$ cat config.mk
export PLATFORM = sky130hd
export DESIGN_NAME = serial_adder_ctrl
export DESIGN_NICKNAME = d
export VERILOG_FILES = /design/src/rtl/serial_adder_ctrl_pkg.sv /design/src/rtl/half_adder.sv /design/src/rtl/serial_adder_ctrl_full_adder_bit.sv /design/src/rtl/serial_adder_ctrl.sv
export SDC_FILE = /design/constraint.sdc
export NUM_CORES = 1
export LEC_CHECK = 0
export ABC_AREA = 0
export ABC_CLOCK_PERIOD_IN_PS = 1500
export CORE_MARGIN = 3
export CORE_UTILIZATION = 50
export CTS_CLUSTER_SIZE = 10
export DETAILED_ROUTE_END_ITERATION = 12
export PLACE_DENSITY = 0.77
export SLEW_MARGIN = 20
export SYNTH_ARGS = -nofsm -noshare
export SYNTH_HDL_FRONTEND = slang
export SYNTH_SLANG_ARGS = --single-unit
export TNS_END_PERCENT = 50
$ cat constraint.sdc
create_clock -name clk -period 1.5 [get_ports clk]
set_input_delay 0.3 -clock clk [delete_from_list [all_inputs] [get_ports clk]]
set_output_delay 0.3 -clock clk [all_outputs]
set_load 0.05 [all_outputs]
$ cat src/rtl/serial_adder_ctrl_pkg.sv
// Shared definitions for the bit-serial adder controller: FSM encoding and width.
package serial_adder_ctrl_pkg;

    localparam int STATE_W = 2;

    typedef enum logic [STATE_W-1:0] {
        IDLE = 2'd0,
        RUN  = 2'd1,
        DONE = 2'd2
    } state_t;

endpackage

$ cat src/rtl/half_adder.sv
// Single-bit half adder.
// Latency: combinational.
// Backpressure: none.
module half_adder (
    input  logic a,
    input  logic b,
    output logic s,
    output logic c
);
    assign s = a ^ b;
    assign c = a & b;
endmodule

$ cat src/rtl/serial_adder_ctrl_full_adder_bit.sv
// One full-adder bit slice built from two half adders and an OR.
// Latency: combinational.
// Backpressure: none.
module full_adder_bit (
    input  logic a,
    input  logic b,
    input  logic ci,
    output logic s,
    output logic co
);
    logic s0;
    logic c0;
    logic c1;

    half_adder u_ha0 (.a(a),  .b(b),  .s(s0), .c(c0));
    half_adder u_ha1 (.a(s0), .b(ci), .s(s),  .c(c1));

    assign co = c0 | c1;
endmodule

$ cat src/rtl/serial_adder_ctrl.sv
// Bit-serial adder: one full-adder slice reused over WIDTH cycles per add.
// Latency: WIDTH busy cycles after the accepted start, done pulses on the next cycle.
// Backpressure: start is only sampled while ready=1; requests at other times are dropped.
module serial_adder_ctrl
    import serial_adder_ctrl_pkg::*;
#(
    parameter int WIDTH = 8
) (
    input  logic             clk,
    input  logic             rst,
    input  logic             start,
    input  logic [WIDTH-1:0] a,
    input  logic [WIDTH-1:0] b,
    input  logic             cin,
    output logic             ready,
    output logic             busy,
    output logic             done,
    output logic [WIDTH-1:0] sum,
    output logic             cout
);
    localparam int CNT_W = $clog2(WIDTH);
    localparam logic [CNT_W-1:0] LAST_BIT = CNT_W'(WIDTH - 1);

    state_t             state;
    logic [WIDTH-1:0]   op_a;
    logic [WIDTH-1:0]   op_b;
    logic [WIDTH-2:0]   acc;
    logic               carry;
    logic [CNT_W-1:0]   bitcnt;
    logic               bit_s;
    logic               bit_c;
    logic [WIDTH-1:0]   acc_next;

    full_adder_bit u_fa (
        .a  (op_a[0]),
        .b  (op_b[0]),
        .ci (carry),
        .s  (bit_s),
        .co (bit_c)
    );

    // acc holds the WIDTH-1 bits already produced; the new bit enters at the MSB.
    assign acc_next = {bit_s, acc};

    always_ff @(posedge clk) begin
        if (rst) begin
            state  <= IDLE;
            ready  <= 1'b1;
            busy   <= 1'b0;
            done   <= 1'b0;
            op_a   <= '0;
            op_b   <= '0;
            acc    <= '0;
            carry  <= 1'b0;
            bitcnt <= '0;
            sum    <= '0;
            cout   <= 1'b0;
        end else begin
            case (state)
                IDLE: begin
                    if (start) begin
                        op_a   <= a;
                        op_b   <= b;
                        carry  <= cin;
                        bitcnt <= '0;
                        state  <= RUN;
                        ready  <= 1'b0;
                        busy   <= 1'b1;
                    end
                end
                RUN: begin
                    op_a   <= op_a >> 1;
                    op_b   <= op_b >> 1;
                    acc    <= acc_next[WIDTH-1:1];
                    carry  <= bit_c;
                    bitcnt <= bitcnt + CNT_W'(1);
                    if (bitcnt == LAST_BIT) begin
                        state <= DONE;
                        busy  <= 1'b0;
                        done  <= 1'b1;
                        sum   <= acc_next;
                        cout  <= bit_c;
                    end
                end
                DONE: begin
                    state <= IDLE;
                    done  <= 1'b0;
                    ready <= 1'b1;
                end
                default: begin
                    // Unreachable encoding: fall back to a clean idle.
                    state <= IDLE;
                    ready <= 1'b1;
                    busy  <= 1'b0;
                    done  <= 1'b0;
                end
            endcase
        end
    end
endmodule

# == Word level (Yosys, flattened, before mapping) ==
# Cells that the tools add are included.
# word_totals
register_bits,41
in_bits,20
output_inout_bits,12
word_cells,51
# classes
addsub,1
eq_ne,5
n_mux,18
bitwise_logic,8
reduce_logical,8
# ops
op,count
$pmux 8 s2,2
$mux 8,2
$reduce_and 2->1,5
$pmux 1 s2,3
$pmux 3 s2,1
$mux 1,5
$mux 2,2
$ne 2x2->1 const B,2
$pmux 2 s2,1
$add 3x1->3 const B,1
$eq 3x3->1 const B,1
$mux 3,1
$not 1->1,3
$pmux 1 s3,1
$reduce_and 3->1,1
$and 1x1->1,2
$eq 2x1->1 const B,1
$eq 2x2->1 const B,1
$logic_not 2->1,1
$reduce_bool 2->1,1
$xor 1x1->1,2
$or 1x1->1,1

# == Longest topological paths before layout ==
# Gate-level depths: netlist of the first run.
# depth
word_depth,4
depth_mapped,6
ltp_nobuf,5

# == Cells and area by module ==
# A second synthesis of the first run with hierarchy kept.
# unflattened
hier_cells,181
area_unflattened_um2,1766.7
# modules_own_cells
module,n_inst,cells_per_inst,area_each_um2,seq_area_each_um2
serial_adder_ctrl,1,178,1735.4,820.8
half_adder,2,1,12.5,0.0
full_adder_bit,1,1,6.3,0.0

# == Least setup slack after synthesis of the first run ==
# Ideal clock, no wire load.
# synth_timing
kind,reg2reg
startpoint,register bitcnt[0]
endpoint,register sum[7]
setup_time_ns,0.132
t_arrival_ns,1.139
t_required_ns,1.368
path_slack_ns,0.229
stages_incl_launch_ff,7
n_path_buf,1
period_less_slack_ns,1.271
path_cell_list,dfxtp_1 > ha_1 > ha_1 > and3b_1 > buf_4 > nand2_1 > a21oi_1
# synth_between
elab_chain_len,2
# synth_rtl
item,line,text
start: declaration,serial_adder_ctrl.sv:29,logic [CNT_W-1:0] bitcnt;
start signal: assignment,serial_adder_ctrl.sv:76,bitcnt <= bitcnt + CNT_W'(1);
$eq 3x3->1,serial_adder_ctrl.sv:77,if (bitcnt == LAST_BIT) begin
$reduce_and 2->1 (no line),n/a,
end signal: assignment,serial_adder_ctrl.sv:81,sum <= acc_next;
end: declaration,serial_adder_ctrl.sv:18,"output logic [WIDTH-1:0] sum,"
# No other way between the ends.
# A chain may end at the register's enable or synchronous reset.

# == Worst setup path in the final report of the first run ==
# layout_timing
startpoint,register state[0]
endpoint,register acc[1]
# layout_between
elab_chain_len,1
# layout_rtl
item,line,text
start: declaration,serial_adder_ctrl.sv:24,state_t state;
start signal: assignment,serial_adder_ctrl.sv:47,state <= IDLE;
start signal: assignment,serial_adder_ctrl.sv:66,state <= RUN;
start signal: assignment,serial_adder_ctrl.sv:78,state <= DONE;
$eq 2x1->1,serial_adder_ctrl.sv:59,case (state)
end signal: assignment,serial_adder_ctrl.sv:74,acc <= acc_next[WIDTH-1:1];
end: declaration,serial_adder_ctrl.sv:27,logic [WIDTH-2:0] acc;
# No other way between the ends.

==> results_dict.tcl, run 1 <==
set metrics [dict create \
    start_kind "flip-flop" \
    dp_cells 245 \
    critical_path_required_ps 1800 \
    peakVddDrop_v 0.000748 \
    portBuffers 31 \
    coreArea_um2 3130 \
    hold_viol_final 0 \
    dieWidth_um 64.1 \
    antenna_cells 0 \
    max_cap_violations 0 \
    post_drt_wl_per_cell_um 14.6 \
    rsz0062_at_grt "false" \
    grt_pass1_wl_um 5760 \
    pre_cts_ws_ps -118 \
    met3_usage_pct 5.62 \
    fmax_mhz 717 \
    grt_max_degree 32 \
    fin_area_um2 2240 \
    fillers 250 \
    first_iter_violations 58 \
    place_congestion 0.758 \
    drt-vias-per-instance 5.27 \
    antenna_left 0 \
    grt_overflow 0 \
    htreeDepth 2 \
    tns_ps 0 \
    dpl.hpwl_um 2450 \
    utilization_pct 71.5 \
    synth_area_um2 1690 \
    synth_top_area_cell "dfxtp_1" \
    syn-num-nets 201 \
    max_slew_margin_pct 71.0 \
    top_usage_layer "met2" \
    syn_inst 178 \
    synth_top_area_share_pct 48.7 \
    path_clk_slew_ps 120 \
    nNetsFinal 234 \
    syn_to_final_growth_pct 32.7 \
    cp.arrival_ps 1690 \
    ios 32 \
    drc 0 \
    wl_um 3740 \
    synth_area_per_cell_um2 9.47 \
    outcome "complete, no violations" \
    criticalPathCategory "flip-flop to flip-flop" \
    p_leak_nw 0.846 \
    skew_ps 15.3 \
    clk_latency_ps 370 \
    postCtsHoldBufs 0 \
    r2r_cells 4 \
    synthTopCellsByArea "dfxtp_1, mux2i_1, nand2_1, a211oi_1, a21oi_1" \
    clock_sinks 41 \
    finalSetupViolCount 0 \
    hp-class "flip-flop to flip-flop" \
    synth-seq-cells 41 \
    cts_tree "done" \
    synth_cell_types 24 \
    synth_top_flop_cell "dfxtp_1" \
    postPlaceCellArea_um2 2120 \
    holdWs_ps 479 \
    post-route-min-period_ps 1390 \
    grt_pass1_vias 1312 \
    async_reset_ff_share_pct 0 \
    clockBufferDepth 2 \
    antenna_found_initial 0 \
    fin_crit_sh_pct 93.0 \
    synthTopCellsByCount "dfxtp_1, nand2_1, nor2_1" \
    layout_setup_ws_ps 105 \
    yosysMostFrequentCell "dfxtp_1" \
    die_area_um2 4100 \
    cts_root_buffer "clkbuf_4" \
    drive_gt1_share_pct 17.0 \
    yosysSeqAreaShare_pct 48.7 \
    finalNonFillerCells 256 \
    cts_buffers 5 \
    path_max_fanout 9 \
    synth-edff-count 0 \
    grt_use_met2_pct 32.6 \
    start_util_pct 53.9 \
    num_rows 20 \
    grt.met1_usage_pct 19.4 \
    hold_path_depth 2 \
    yosys_warnings 0 \
    power_density_nw_per_um2 987 \
    drt_first_pass_iters 4 \
    vias 1350 \
    drv_slew 0 \
    track_usage_pct 18.1 \
    end_kind "flip-flop" \
    p_total_mw 2.21 \
    die_h_um 64.1 \
    worst_pin_slew_ps 434 \
]
## registers in the layout (all words and copies together) (netlist names), 2 cells and up
signal	cells
acc	7
bitcnt	3
op_a	8
op_b	8
state	2
sum	8
## repair_timing
item,CTS,global route
setup endpoints to repair,9,3
resized for setup,1,2
cloned,0,2
pin swaps,0,0
setup buffers,1,0
## logic make-up after synthesis
kind of cell	count (synthesis)	synth area share (%)
multiplexers	15	8.91
buffers and inverters	14	6.38
adder cells (fa/ha/maj)	3	2.67
AO/OA/AOI/OAI	43	17.9
flip-flops	41	48.7
AND/OR/NAND/NOR	62	15.4
## worst paths after layout
path	to	slack, ps	from
hold reg to reg	acc[0]	480	acc[0]
setup reg to reg	acc[1]	110	state[0]
setup / recovery	acc[1]	110	state[0]
hold / removal	acc[0]	480	acc[0]
## cell type report
type / instances / area, um^2 / area share (%)
clock inverter: 3 / 46.3 / 2.07
tap: 44 / 55.1 / 2.46
sequential: 41 / 822 / 36.8
clock buffer: 5 / 37.5 / 1.68
timing repair buffer: 38 / 495 / 22.2
multi-input combinational: 125 / 779 / 34.9
## metal layers
metal  vias to the layer above  part of all wire, %
met5                         -                    0
met4                         0                  1.6
met3                         6                  4.5
met2                        27                   52
met1                       634                   42
li1                        683                    -
## report_power, final
group	switching [mW]	total [mW]	internal (mW)
clock network	0.387	0.740	0.353
logic	0.140	0.287	0.147
registers	0.0392	1.18	1.14
## cell usage in the layout (no fill, tap or decap), types with 3 or more instances in the layout
master,instances
nor2_1,23
clkdlybuf4s50_1,19
buf_4,6
mux2i_1,15
a22oi_1,4
buf_12,13
nand2_1,32
a21oi_1,18
clkbuf_4,5
nand2b_1,3
a211oi_1,15
dfxtp_1,40
## worst max-delay path, stage by stage (launching register included)
cell and delay (ps):
dfxtp_1 530, nor2b_1 380, buf_4 220, nand2_1 60
a21oi_1 140
(Power assumes the default switching activity.)
==> inputs of run 2 (changes only) <==
Settings changed: SKIP_CTS_REPAIR_TIMING from default to 1.
==> run 2 against run 1 <==
Net effect: setup slack worse by 17 ps; critical path depth stayed put; routed wire length is 1.7% lower; core utilization stayed put; count of clock-buffer cells in the layout stayed put; register-to-register slack worse by 20 ps; die area stayed put; non-clock buffer count stayed put; total power is 0.32% lower; combinational power hardly changed; cell count stayed put; sequential share of layout area stayed put; largest power group unchanged; highest routed layer unchanged.
==> results_dict.tcl, run 2 (same netlist as run 1, synthesis figures left out) <==
set metrics [dict create \
    outcome "complete, no violations" \
    rsz0062_at_grt "false" \
    die_h_um 64.1 \
    fin_crit_sh_pct 94.1 \
    portBuffers 31 \
    r2r_cells 4 \
    grt_pass1_vias 1308 \
    cp.arrival_ps 1710 \
    nNetsFinal 234 \
    hp-class "flip-flop to flip-flop" \
    clockBufferDepth 2 \
    clock_power_share_pct 33.4 \
    p_seq_share_pct 53.7 \
    vias 1388 \
    end_kind "flip-flop" \
    final_common_cell "dfxtp_1" \
    cts_buffers 5 \
    fmax_mhz 708 \
    power_density_nw_per_um2 984 \
    antenna_left 0 \
    drv_slew 0 \
    skew_ps 12.3 \
    htreeDepth 2 \
    largest_registers "op_a (8), op_b (8), sum (8)" \
    criticalPathCategory "flip-flop to flip-flop" \
    hold_viol_final 0 \
    max_cap_violations 0 \
    drt_first_pass_iters 4 \
    dpl.hpwl_um 2450 \
    dieWidth_um 64.1 \
    num_rows 20 \
    worst_pin_slew_ps 438 \
    comb_power_share_pct 12.9 \
    max_slew_margin_pct 70.8 \
    cts_root_buffer "clkbuf_4" \
    path_max_fanout 9 \
    wl_um 3680 \
    grt_overflow 0 \
    ios 32 \
    syn_to_final_growth_pct 32.7 \
    p_total_mw 2.20 \
    grt_max_degree 32 \
    postPlaceCellArea_um2 2120 \
    post_drt_wl_per_cell_um 14.4 \
    coreArea_um2 3130 \
    grt_pass1_wl_um 5810 \
    hold_path_depth 2 \
    clk_latency_ps 370 \
    start_kind "flip-flop" \
    path_clk_slew_ps 120 \
    antenna_found_initial 0 \
    place_congestion 0.758 \
    intPower_mw 1.64 \
    p_leak_nw 0.846 \
    clock_sinks 41 \
    track_usage_pct 18.3 \
    cts_tree "done" \
    layout_common_cells "dfxtp_1, nand2_1, nor2_1" \
    post-route-min-period_ps 1410 \
    drc 0 \
    critical_path_required_ps 1800 \
    drt-vias-per-instance 5.42 \
    first_iter_violations 85 \
    drive_gt1_share_pct 17.0 \
    switchingPower_uw 559 \
    die_area_um2 4100 \
    start_util_pct 53.9 \
    fin_area_um2 2240 \
    swShare_pct 25.4 \
    antenna_cells 0 \
    peakVddDrop_v 0.000774 \
    finalSetupViolCount 0 \
]
## run 2: worst max-delay path, cell delays in order (launching register included)
cell     delay (ps)
dfxtp_1         540
nor2b_1         380
buf_4           220
nand2_1          60
a21oi_1         140
## run 2: final cells by class
type,instances,area (um^2)
multi-input combinational,125,779
timing repair buffer,38,495
tap,44,55.1
clock buffer,5,37.5
sequential,41,822
fill,252,892
clock inverter,3,46.3
## run 2: per-layer routing
metal / up-vias / share of wire (%) / global-route usage, %
met5: - / 0 / 0
li1: 685 / - / -
met3: 6 / 5.2 / 5.62
met2: 38 / 52 / 32.8
met1: 659 / 41 / 19.8
met4: 0 / 1.6 / 7.28
## run 2: path summary, 6_finish.rpt
check,slack (ps),start,endpoint
worst max-delay path,90,state[0],acc[1]
worst min-delay path,480,acc[0],acc[0]
worst max register to register,90,state[0],acc[1]
worst min register to register,480,acc[0],acc[0]
## run 2: metrics by stage
step | hold WS [ps] | TNS, ps | std cells | worst slack, ps | utilization (%)
floorplan | 376 | 0 | 178 | 229 | -
global placement | 447 | -35.3 | 245 | -13.7 | 67.8
detailed placement | 463 | -957 | 245 | -118 | 67.8
CTS | 482 | -218 | 253 | -55.2 | 70.5
global route | 497 | 0 | 256 | 4.68 | 71.5
finish | 482 | 0 | 256 | 88.2 | 71.5
## run 2: power groups by stage
stage	registers, mW	logic [mW]	clock network [mW]
floorplan	1.20	0.175	0
global placement	1.20	0.267	0
detailed placement	1.20	0.279	0
CTS	1.18	0.281	0.741
global route	1.19	0.313	0.806
finish	1.18	0.285	0.735
